$ cat src/rtl/pipeline_interlock.sv
// Hazard/interlock controller: ID bypass selects, load-use and mul/div stalls, memory-wait freeze.
// Optional INTERLOCK_STATS_EN adds stall_cycles/freeze_cycles counters.
module pipeline_interlock #(
  parameter int MULDIV_LATENCY = 32,
  parameter int CNT_W          = 6
) (
  input  logic       clk,
  input  logic       rst_n,
  input  logic [4:0] id_rs_addr,
  input  logic [4:0] id_rt_addr,
  input  logic       id_rs_used,
  input  logic       id_rt_used,
  input  logic       id_muldiv_start,
  input  logic       id_hilo_read,
  input  logic       ex_reg_en,
  input  logic [4:0] ex_reg_addr,
  input  logic       ex_is_load,
  input  logic       mem_reg_en,
  input  logic [4:0] mem_reg_addr,
  input  logic       mem_req,
  input  logic       mem_ready,
  output logic [1:0] bypass_sel_rs,
  output logic [1:0] bypass_sel_rt,
  output logic       stall_if,
  output logic       stall_id,
  output logic       flush_ex,
  output logic       stall_ex,
  output logic       stall_mem,
  output logic       muldiv_busy
`ifdef INTERLOCK_STATS_EN
  ,
  output logic [31:0] stall_cycles,
  output logic [31:0] freeze_cycles
`endif
);

  localparam logic [0:0] ST_RUN      = 1'b0;
  localparam logic [0:0] ST_MEM_WAIT = 1'b1;

  logic [0:0]       r_state;
  logic [CNT_W-1:0] r_cnt;
  logic             w_freeze;
  logic             w_load_use;
  logic             w_md_haz;
  logic             w_hazard;

  function automatic logic [1:0] f_sel(input logic [4:0] a, input logic ex_en,
                                       input logic [4:0] ex_a, input logic mem_en,
                                       input logic [4:0] mem_a);
    if (a == 5'd0)                 return 2'b11;
    else if (ex_en && ex_a == a)   return 2'b01;
    else if (mem_en && mem_a == a) return 2'b10;
    else                           return 2'b00;
  endfunction

  assign bypass_sel_rs = f_sel(id_rs_addr, ex_reg_en, ex_reg_addr, mem_reg_en, mem_reg_addr);
  assign bypass_sel_rt = f_sel(id_rt_addr, ex_reg_en, ex_reg_addr, mem_reg_en, mem_reg_addr);

  assign muldiv_busy = (r_cnt != '0);

  // rst_n gates every control output so reset quiets the pipeline without waiting for a clock
  assign w_freeze = rst_n & (((r_state == ST_RUN) & mem_req & ~mem_ready) |
                             ((r_state == ST_MEM_WAIT) & ~mem_ready));

  assign w_load_use = ex_is_load & ex_reg_en & (ex_reg_addr != 5'd0) &
                      ((id_rs_used & (id_rs_addr == ex_reg_addr)) |
                       (id_rt_used & (id_rt_addr == ex_reg_addr)));

  assign w_md_haz = muldiv_busy & (id_hilo_read | id_muldiv_start);
  assign w_hazard = rst_n & ~w_freeze & (w_load_use | w_md_haz);

  assign stall_if  = w_freeze | w_hazard;
  assign stall_id  = w_freeze | w_hazard;
  assign flush_ex  = w_hazard;
  assign stall_ex  = w_freeze;
  assign stall_mem = w_freeze;

  always_ff @(posedge clk or negedge rst_n) begin
    if (!rst_n) begin
      r_state <= ST_RUN;
    end else begin
      case (r_state)
        ST_RUN:      if (mem_req && !mem_ready) r_state <= ST_MEM_WAIT;
        ST_MEM_WAIT: if (mem_ready)             r_state <= ST_RUN;
        default:                                r_state <= ST_RUN;
      endcase
    end
  end

  // counter keeps running through a freeze; a stalled start is not accepted
  always_ff @(posedge clk or negedge rst_n) begin
    if (!rst_n)                           r_cnt <= '0;
    else if (id_muldiv_start && !stall_id) r_cnt <= CNT_W'(MULDIV_LATENCY);
    else if (r_cnt != '0)                 r_cnt <= r_cnt - CNT_W'(1);
  end

`ifdef INTERLOCK_STATS_EN
  logic [31:0] r_stall_cycles;
  logic [31:0] r_freeze_cycles;

  always_ff @(posedge clk or negedge rst_n) begin
    if (!rst_n) begin
      r_stall_cycles  <= '0;
      r_freeze_cycles <= '0;
    end else begin
      r_stall_cycles  <= r_stall_cycles + 32'(stall_id);
      r_freeze_cycles <= r_freeze_cycles + 32'(w_freeze);
    end
  end

  assign stall_cycles  = r_stall_cycles;
  assign freeze_cycles = r_freeze_cycles;
`endif

endmodule

$ cat config.mk
export PLATFORM = sky130hd
export DESIGN_NAME = pipeline_interlock
export DESIGN_NICKNAME = d
export VERILOG_FILES = /design/src/rtl/pipeline_interlock.sv
export SDC_FILE = /design/constraint.sdc
export NUM_CORES = 1
export LEC_CHECK = 0
export CAP_MARGIN = 15
export CORE_MARGIN = 2
export CORE_UTILIZATION = 38
export CTS_BUF_LIST = sky130_fd_sc_hd__clkbuf_4 sky130_fd_sc_hd__clkbuf_8 sky130_fd_sc_hd__clkbuf_16
export DETAILED_ROUTE_END_ITERATION = 16
export PLACE_DENSITY = 0.9
export SETUP_SLACK_MARGIN = 0.3
export SLEW_MARGIN = 20
export SYNTH_ARGS = -nofsm -noshare
export SYNTH_HDL_FRONTEND = slang
export SYNTH_SLANG_ARGS = --single-unit
$ cat constraint.sdc
create_clock -name clk -period 2.5 [get_ports clk]
set_input_delay 0.25 -clock clk [delete_from_list [all_inputs] [get_ports clk]]
set_output_delay 0.25 -clock clk [all_outputs]
set_load 0.03 [all_outputs]
==> run_results.csv <==
group,metric,value,unit
synthesis,mappedNetlistNets,129,
detailed_routing,routed-wl-met2,1.467,mm
detailed_routing,drtPass1Iterations,4,
detailed_routing,vias,938,
timing,relSlewSlack,76.00,%
timing,maxClockFrequency,471.9,MHz
critical_path,path_cells,"clkdlybuf4s50_1 > or3_4 > o311a_4 > a21oi_2 > a21boi_1 > buf_2",
final_layout,regArea,175.2,um^2
final_layout,synthToLayoutAreaGrowth,74.59,%
timing,tns,0,ns
critical_path,reg2reg_setup_slack,0.47,ns
die,rows,16,
die,die_h,48.82,um
timing,hold_viol,0,
die,io_pins,41,
final_layout,fin_area,1333,um^2
synthesis,syn_area,763.2,um^2
cts,clk_latency,0.25,ns
die,die_w,48.82,um
critical_path,reg2reg_depth,9,
critical_path,start_kind,"input pin",
cts,cts_sinks,7,
critical_path,cp.required,2.25,ns
die,coreArea,1922,um^2
critical_path,cp.depth,6,
synthesis,ys_types,25,
critical_path,cp.arrival,1.87,ns
final_layout,instances_no_fill,180,
run,drv_cap,0,
timing,setup_viol,0,
synthesis,synth_top_family_by_area,"XOR/XNOR gates",
grt,grt_usage,22.70,%
critical_path,worstSetupPathType,"in -> out",
detailed_routing,viasPerCell,5.211,
detailed_routing,drc,0,
pwr,powerDensity,541.5,nW/um^2
critical_path,r2r_start,"r_cnt[0]$_DFFE_PN0P_",
synthesis,yosys-top-cells-count,"xnor2_1, nor2_1, nand3_1, xor2_1",
critical_path,cp_num_buf_inv,2,
final_layout,drive_gt1_share,22.88,%
final_layout,nets,187,
detailed_routing,m1WireLength,1.014,mm
grt,grt_max_degree,9,
pwr,power,0.7215,mW
final_layout,multi_input_area,578.1,um^2
synthesis,synth_top_area_share,22.95,%
cts,post-cts-setup-buffers,0,
critical_path,endpoint,"stall_if",
final_layout,n_fill_cell,153,
run_status,status,"completed",
grt,grt_antenna_before_repair,0,
critical_path,critPathSlowestCell,"clkdlybuf4s50_1",
timing,tightest_slew,0.3599,ns
cts,clockBufferDepth,2,
synthesis,synth-main-ff-cell,"dfrtp_1",
synthesis,yosys.area_share.simple,24.92,%
synthesis,synthXorXnorAreaFrac,25.25,%
pwr,ir_drop,0.4529,mV
detailed_routing,met3_length,245,um
detailed_routing,initialDrtViolationCount,31,
synthesis,yosysTopAreaCell,"dfrtp_1",
synthesis,ys_ff_latch,7,
synthesis,async_flop_share,100.0,%
synthesis,synth_compound_area_share,18.03,%
synthesis,synthAdderAreaFrac,3.279,%
die,initial_core_util,39.71,%
final_layout,antenna_cells,0,
cts,htree_levels,1,
detailed_routing,routed_wirelength,2.765,mm
timing,slew_viol_final,0,
synthesis,synth_edf_count,0,
critical_path,crit_start,"ex_reg_addr[2]",
synthesis,syn_area_per_cell,7.950,um^2
detailed_routing,ant_nets,0,
synthesis,yosysMostFrequentCell,"xnor2_1",
timing,skew,0.004107,ns
synthesis,ys_top_cells_by_area,"dfrtp_1, xnor2_1, xor2_1",
synthesis,synth.mux.area_fraction,0,%
synthesis,yosysSeqAreaShare,22.95,%
grt,grt_overflow,0,
worst_hold_path,hold_path.class,"in -> async",
placement,placed_area,1297,um^2
critical_path,cpLargestDelayFamily,"buffers and inverters",
synthesis,yosys_warnings,0,
placement,dp.cells,176,
critical_path,cpPeakStageDelay,0.48,ns
cts,cts.clk_slew.worst_paths,0.05,ns
pwr,power.leakage,0.5813,nW
timing,finalCritPeriodShare,84.76,%
placement,hpwl,2.155,mm
timing,whs,0.4496,ns
critical_path,crit_fanout,3,
timing,fin_crit,2.119,ns
cts,cts_tree,"done",
detailed_routing,wl_per_cell,15.36,um
detailed_routing,dr.max_layer_used,"met4",
timing,rsz0062_at_grt,"false",
placement,routabilityCongestion,0.8404,
cts,hold_buffers,0,
critical_path,r2r_end,"r_cnt[0]$_DFFE_PN0P_",
grt,grt_first_pass_wirelength,4.188,mm
placement,io_buffers,40,
cts,root_buffer,"clkbuf_4",
synthesis,synthCells,96,
critical_path,crit_path_end_kind,"output pin",
cts,cts-buffers-inserted,3,
grt,grt_pass1_vias,1002,
die,die_area,2383,um^2
[layer usage]
layer  vias to the layer above  global-route usage, %
met5                         -                      0
met4                         0                  9.524
met3                         6                  3.988
met2                        67                  44.75
met1                       422                  23.02
li1                        443                      -
[power breakdown]
part	leakage (nW)	internal [mW]	switching [mW]	total [mW]
sequential	0.0857	0.159	0.0345	0.193
clock	0.0184	0.0715	0.0389	0.110
combinational	0.477	0.204	0.213	0.418
total	0.581	0.435	0.287	0.722
[worst reg2reg max path: cells and delay by family, from the launching register on]
| family | cells | cell delay (ns) |
|---|---|---|
| adder cells (fa/ha/maj) | 1 | 0.19 |
| AND/OR/NAND/NOR | 3 | 0.54 |
| buffers and inverters | 3 | 0.33 |
| AO/OA/AOI/OAI | 2 | 0.46 |
| flip-flops | 1 | 0.37 |
[kinds of logic after synthesis]
family | count (synthesis)
and+or+nand+nor | 40
AOI/OAI and AO/OA | 16
DFF | 7
adders and majority gates | 2
buffers and inverters | 9
xor gates and xnor gates | 22
[final cells by class]
class                      instances  area share [%]
inverter                           6           1.690
sequential                         7           13.15
tap                               27           2.535
timing repair buffer              56           37.00
clock buffer                       4           2.254
multi-input combinational         80           43.38
[flip-flops by register name (all words and copies together) (netlist names)]
register / cells
r_state: 1
r_cnt: 6
[metrics by stage]
stage          worst slack (ns)  util [%]
6_report                 0.3810     69.34
3_3_place_gp            -0.1280     67.51
4_1_cts                  0.1848     68.75
5_1_grt                  0.3006     69.34
2_1_floorplan            0.3047         -
3_5_place_dp            -0.1722     67.51
[how the worst min path moves through the flow]
stage | start | endpoint | slack [ns] | cells after the start
CTS | rst_n | r_cnt[0]$_DFFE_PN0P_ | 0.46 | 2
global route | rst_n | r_state$_DFF_PN0_ | 0.48 | 2
floorplan | rst_n | r_cnt[0]$_DFFE_PN0P_ | -0.05 | 0
detailed placement | r_state$_DFF_PN0_ | r_state$_DFF_PN0_ | 0.57 | 2
global placement | r_state$_DFF_PN0_ | r_state$_DFF_PN0_ | 0.55 | 2
finish | rst_n | r_cnt[0]$_DFFE_PN0P_ | 0.45 | 2
[timing repair]
action	CTS	global route
gates resized for setup	25	15
cloned	0	0
setup endpoints to repair	8	8
endpoints found under the hold margin	0	0
[cells in the final DEF, fill, tap and decap left out]
| master | instances |
|---|---|
| or3_1 | 3 |
| dlymetal6s2s_1 | 2 |
| a211o_1 | 2 |
| o311a_4 | 1 |
| clkbuf_4 | 4 |
| and2_1 | 2 |
| nor2_1 | 11 |
| o32ai_4 | 1 |
| o22ai_2 | 1 |
| clkbuf_2 | 1 |
| o21bai_1 | 1 |
| nor4_2 | 2 |
| inv_1 | 5 |
| inv_2 | 1 |
| o32ai_1 | 1 |
| nand2_1 | 7 |
| xnor2_1 | 14 |
| ha_1 | 2 |
| a21oi_2 | 1 |
| dlygate4sd2_1 | 2 |
| nor3_1 | 5 |
| o21ai_0 | 4 |
| a21oi_1 | 2 |
| buf_4 | 16 |
| nand3_1 | 8 |
| nor3b_2 | 1 |
| or3_4 | 1 |
| clkdlybuf4s50_1 | 30 |
| dfrtp_1 | 7 |
| o22ai_1 | 1 |
| buf_2 | 5 |
| a21boi_1 | 1 |
| xor2_1 | 8 |
(Power assumes the default switching activity.)
